$ cat config.mk
export PLATFORM = sky130hd
export DESIGN_NAME = det_share_arb
export DESIGN_NICKNAME = d
export VERILOG_FILES = /design/src/rtl/det_share_arb.sv
export SDC_FILE = /design/constraint.sdc
export NUM_CORES = 1
export LEC_CHECK = 0
export CAP_MARGIN = 20
export CORE_MARGIN = 3
export CORE_UTILIZATION = 29
export DETAILED_ROUTE_END_ITERATION = 7
export GPL_TIMING_DRIVEN = 0
export HOLD_SLACK_MARGIN = 0.03
export PLACE_DENSITY_LB_ADDON = 0.3
export SYNTH_ARGS = -nofsm -noshare
export SYNTH_HDL_FRONTEND = slang
export SYNTH_SLANG_ARGS = --single-unit
$ cat constraint.sdc
create_clock -name CLK -period 4 [get_ports CLK]
set_input_delay 0.6 -clock CLK [delete_from_list [all_inputs] [get_ports CLK]]
set_output_delay 0.6 -clock CLK [all_outputs]
set_load 0.01 [all_outputs]
$ cat src/rtl/det_share_arb.sv
// det_share_arb: round-robin arbiter sharing one Moore transition detector.
// Define DET_CNT_EN to add per-channel saturating match counters.
module det_share_arb #(
  parameter int NCH  = 4,
  parameter int IDW  = 2,
  parameter int CNTW = 8
) (
  input  logic            CLK,
  input  logic            RST_N,
  input  logic [NCH-1:0]  REQ,
  input  logic [NCH-1:0]  BIT,
  input  logic [NCH-1:0]  CLR,
  output logic [NCH-1:0]  GNT,
  output logic            OUT_V,
  output logic [IDW-1:0]  OUT_ID,
  output logic            OUT_Z,
  output logic [2:0]      OUT_ST,
  input  logic [IDW-1:0]  CNT_SEL,
  output logic [CNTW-1:0] CNT_OUT
);

  typedef enum logic [2:0] {
    START = 3'b000,
    GET0  = 3'b001,
    GET1  = 3'b010,
    GET01 = 3'b011,
    GET10 = 3'b110
  } st_t;

  function automatic logic [2:0] nxt(
    input logic [2:0] s,
    input logic       x
  );
    case (s)
      START:   nxt = x ? GET1  : GET0;
      GET0:    nxt = x ? GET01 : GET0;
      GET01:   nxt = x ? GET1  : GET10;
      GET1:    nxt = x ? GET1  : GET10;
      GET10:   nxt = x ? GET01 : GET0;
      default: nxt = START;
    endcase
  endfunction

  logic [NCH-1:0][2:0] ctx_q;
  logic [NCH-1:0][2:0] ctx_d;
  logic [IDW-1:0]      ptr_q;
  logic [IDW-1:0]      gidx;
  logic [IDW-1:0]      idx;
  logic [NCH-1:0]      gnt;
  logic                gv;
  logic [2:0]          gst;
  logic                gz;

  assign GNT = gnt;

  // first eligible channel searching upward from ptr, with wrap
  always_comb begin
    gnt  = '0;
    gv   = 1'b0;
    gidx = '0;
    idx  = '0;
    for (int k = 0; k < NCH; k++) begin
      idx = IDW'((int'(ptr_q) + k) % NCH);
      if (!gv && REQ[idx] && !CLR[idx]) begin
        gv       = 1'b1;
        gidx     = idx;
        gnt[idx] = 1'b1;
      end
    end
    gst = nxt(ctx_q[gidx], BIT[gidx]);
    gz  = (gst == GET01) || (gst == GET10);
  end

  // per-channel context: clear to START, else advance on grant
  always_comb begin
    ctx_d = ctx_q;
    for (int i = 0; i < NCH; i++) begin
      if (CLR[i])
        ctx_d[i] = START;
      else if (gnt[i])
        ctx_d[i] = nxt(ctx_q[i], BIT[i]);
    end
  end

  // context, pointer and registered result
  always_ff @(posedge CLK) begin
    if (!RST_N) begin
      ctx_q  <= '0;
      ptr_q  <= '0;
      OUT_V  <= 1'b0;
      OUT_ID <= '0;
      OUT_Z  <= 1'b0;
      OUT_ST <= '0;
    end else begin
      ctx_q  <= ctx_d;
      if (gv)
        ptr_q <= IDW'((int'(gidx) + 1) % NCH);
      OUT_V  <= gv;
      OUT_ID <= gidx;
      OUT_Z  <= gz;
      OUT_ST <= gst;
    end
  end

`ifdef DET_CNT_EN
  logic [NCH-1:0][CNTW-1:0] cnt_q;

  // saturating match counters; clear beats increment
  always_ff @(posedge CLK) begin
    if (!RST_N) begin
      cnt_q <= '0;
    end else begin
      for (int i = 0; i < NCH; i++) begin
        if (CLR[i])
          cnt_q[i] <= '0;
        else if (gnt[i] && gz && (cnt_q[i] != {CNTW{1'b1}}))
          cnt_q[i] <= cnt_q[i] + CNTW'(1);
      end
    end
  end

  // read port; selects beyond the channel count read zero
  assign CNT_OUT = (int'(CNT_SEL) < NCH) ? cnt_q[CNT_SEL] : '0;
`else
  logic unused_sel;

  assign unused_sel = ^CNT_SEL;
  assign CNT_OUT    = '0;
`endif

endmodule

==> impl_metrics.yaml <==
timing:
  finalCritPeriodShare_pct: 96.4
  period_needed_ps: 3860
  setup_violations: 0
  fin_ws_ps: 142
  whs_ps: 496
  hold_viol: 0
  drv_slew: 0
  fmax_mhz: 259
  skew_ps: 1.87
  grt_setup_unrepaired: "no"
  fin_setup_tns_ps: 0
floorplanning:
  start_util_pct: 31.3
  dieArea_sq_um: 6240
  core-area_sq_um: 4940
  die_h_microns: 79.0
  io_pins: 35
  rows: 25
  die_x_microns: 79.0
yosys:
  synth_edf_count: 0
  synthFlopType: "dfxtp_1"
  yosysSeqAreaShare_pct: 27.2
  synth_area_sq_um: 1550
  yosys_warnings: 0
  netlist_instances: 185
  synth-async-reset-ratio_pct: 0
  synth-seq-cells: 21
  syn_area_per_cell_sq_um: 8.35
  ys_types: 39
drt:
  drc: 0
  vias_per_cell: 4.95
  routed_wl_microns: 3500
  antenna_left: 0
  dr.first_iter.drc_count: 84
  routedWlPerCell_microns: 12.2
  drtPass1Iterations: 4
  vias: 1415
clock_tree:
  cts_buffer_depth: 2
  clk_pin_slew_worst_paths_ps: 80
  cts_buffers: 3
  hold_buffers: 0
  clock-sinks: 21
  cts-root-buf: "clkbuf_8"
  worstSkewPairLatency_ps: 260
  cts_tree: "done"
  h-tree-depth: 1
place:
  gp_congestion: 0.835
  dp_hpwl_microns: 2720
  dpl_worst_slack_ps: -29.9
  portBuffers: 24
critical_path:
  path_cells: "clkdlybuf4s50_1, and2b_1, mux4_2, and2_4, buf_6, a22o_1, a221o_1, clkbuf_1, clkdlybuf4s50_1"
  cp_slowest_stage_delay_ps: 520
  worst_r2r_path_depth: 11
  crit_type: "input port to output port"
  crit_top_cell: "clkdlybuf4s50_1"
  arrival_ps: 3260
  crit_required_ps: 3400
  start_kind: "input port"
  cpMaxStageDelayCell: "mux4_2"
  cp_max_fo: 7
  cp-end-kind: "output port"
power:
  clockPowerShare_pct: 13.2
  p_int_mw: 0.639
  max-vdd-ir-drop_mv: 0.259
  pwr-share-comb_pct: 60.9
  swShare_pct: 39.7
  seqPwrFrac_pct: 25.9
  power_density_nw_per_um2: 541
  p_switching_mw: 0.421
  p_leak_nw: 0.773
  fin_total_pwr_mw: 1.06
global_route:
  grt_max_degree: 13
  grt_pass1_vias: 1241
  antenna_found_initial: 0
  use_met1_pct: 17.7
  met2_usage_pct: 17.2
  grt_pass1_wl_microns: 6030
  overflow: 0
  grtUsageTotal_pct: 11.8
  grt-busiest-layer: "met1"
  grt_use_met3_pct: 2.38
layout:
  syn2layout_area_growth_pct: 26.7
  nets: 240
  layout-drive-gt1-share_pct: 12.8
  fin_util_pct: 39.6
  antennaDiodeCount: 0
flow_run:
  cap_violations: 0
min_path:
  min_path_type: "register to register"
  min_path_cells: 2
outcome:
  status: "finished clean"
## cell usage after synthesis (all sizes together) (2+ instances only)
cell,n,area [sq um]
dfxtp,21,420
nor2,19,71.3
a21oi,14,70.1
mux2i,14,140
buf,11,93.8
o21ai,11,55.1
nand2,10,37.5
inv,8,32.5
nand2b,8,50.1
nor3,8,40.0
nand3,7,35.0
mux2,5,56.3
a221o,4,40.0
a22o,4,35.0
a2bb2oi,4,35.0
ha,4,50.1
nor2b,4,25.0
mux4,3,67.6
or3,3,18.8
a311oi,2,17.5
a31oi,2,12.5
clkbuf,2,7.51
nand4,2,12.5
o211ai,2,15.0
## what timing repair did
| item | 4_1_cts | 5_1_grt |
|---|---|---|
| setup buffers | 0 | 0 |
| gates resized for setup | 1 | 2 |
| endpoints found under the setup margin | 2 | 2 |
## cell families (layout without fill, tap and decap cells)
| logic type | count (synthesis) | in the layout | share of synthesized area (%) |
|---|---|---|---|
| compound gates | 50 | 50 | 22.3 |
| xor+xnor | 1 | 1 | 0.567 |
| fa+ha+maj | 4 | 4 | 3.24 |
| buf+inv | 21 | 48 | 8.66 |
| flops | 21 | 21 | 27.2 |
| mux | 22 | 22 | 17.1 |
| other cells | 1 | 8 | 0.243 |
| simple gates | 65 | 65 | 20.7 |
## state kept, by name, summed over array words and instances (netlist names)
name,flops
OUT_ID,2
OUT_ST,3
OUT_V,1
OUT_Z,1
ctx_q,12
ptr_q,2
## stage by stage
| step | instance area (sq um) | cells |
|---|---|---|
| final | 1960 | 286 |
| after global routing | 1960 | 286 |
| after CTS | 1950 | 287 |
| after detailed placement | 1900 | 283 |
| after global placement | 1900 | 283 |
| after floorplan | 1570 | 192 |
## power groups by stage
| stage | clock network [mW] | registers, mW | logic [mW] |
|---|---|---|---|
| 2_1_floorplan | 0 | 0.280 | 0.455 |
| 3_3_place_gp | 0 | 0.279 | 0.630 |
| 3_5_place_dp | 0 | 0.279 | 0.630 |
| 4_1_cts | 0.149 | 0.274 | 0.637 |
| 5_1_grt | 0.160 | 0.280 | 0.706 |
| 6_report | 0.140 | 0.274 | 0.645 |
## cells in the final DEF (no fill, tap or decap), drive strengths merged, types with 2 or more instances in the layout
| cell type | count |
|---|---|
| a21oi | 14 |
| mux4 | 3 |
| dfxtp | 21 |
| conb | 8 |
| o21ai | 11 |
| mux2i | 14 |
| a22o | 4 |
| inv | 8 |
| a311oi | 2 |
| a221o | 4 |
| or3 | 3 |
| mux2 | 5 |
| nand4 | 2 |
| clkbuf | 4 |
| nand2 | 10 |
| nor2b | 4 |
| buf | 11 |
| nor2 | 19 |
| nand3 | 7 |
| ha | 4 |
| nand2b | 8 |
| clkdlybuf4s50 | 24 |
| o211ai | 2 |
| nor3 | 8 |
| a31oi | 2 |
| a2bb2oi | 4 |
## worst paths after layout
path	start	to	slack, ps
setup / recovery	CLR[0]	GNT[1]	140
hold / removal	ctx_q[9]	ctx_q[9]	500
setup reg to reg	ptr_q[1]	OUT_ST[0]	810
hold reg to reg	ctx_q[9]	ctx_q[9]	500
## worst max-delay path, delay by kind of cell
family,cells,cell delay (ps)
buf+inv,4,1290
mux,1,520
simple gates,2,400
compound gates,2,440
## cell type report
cell class	count	area (sq um)
tap	67	83.8
timing repair buffer	24	240
buffer	12	97.6
multi-input combinational	150	1040
sequential	21	420
clock inverter	1	5.00
clock buffer	3	41.3
inverter	8	32.5
fill	527	2980
## per-layer routing
layer / up-vias / wire length [microns]
met5: - / 0
met4: 0 / 19
met3: 4 / 157
met2: 36 / 1550
met1: 643 / 1770
li1: 732 / -
Power figures use the tool's default switching activity.
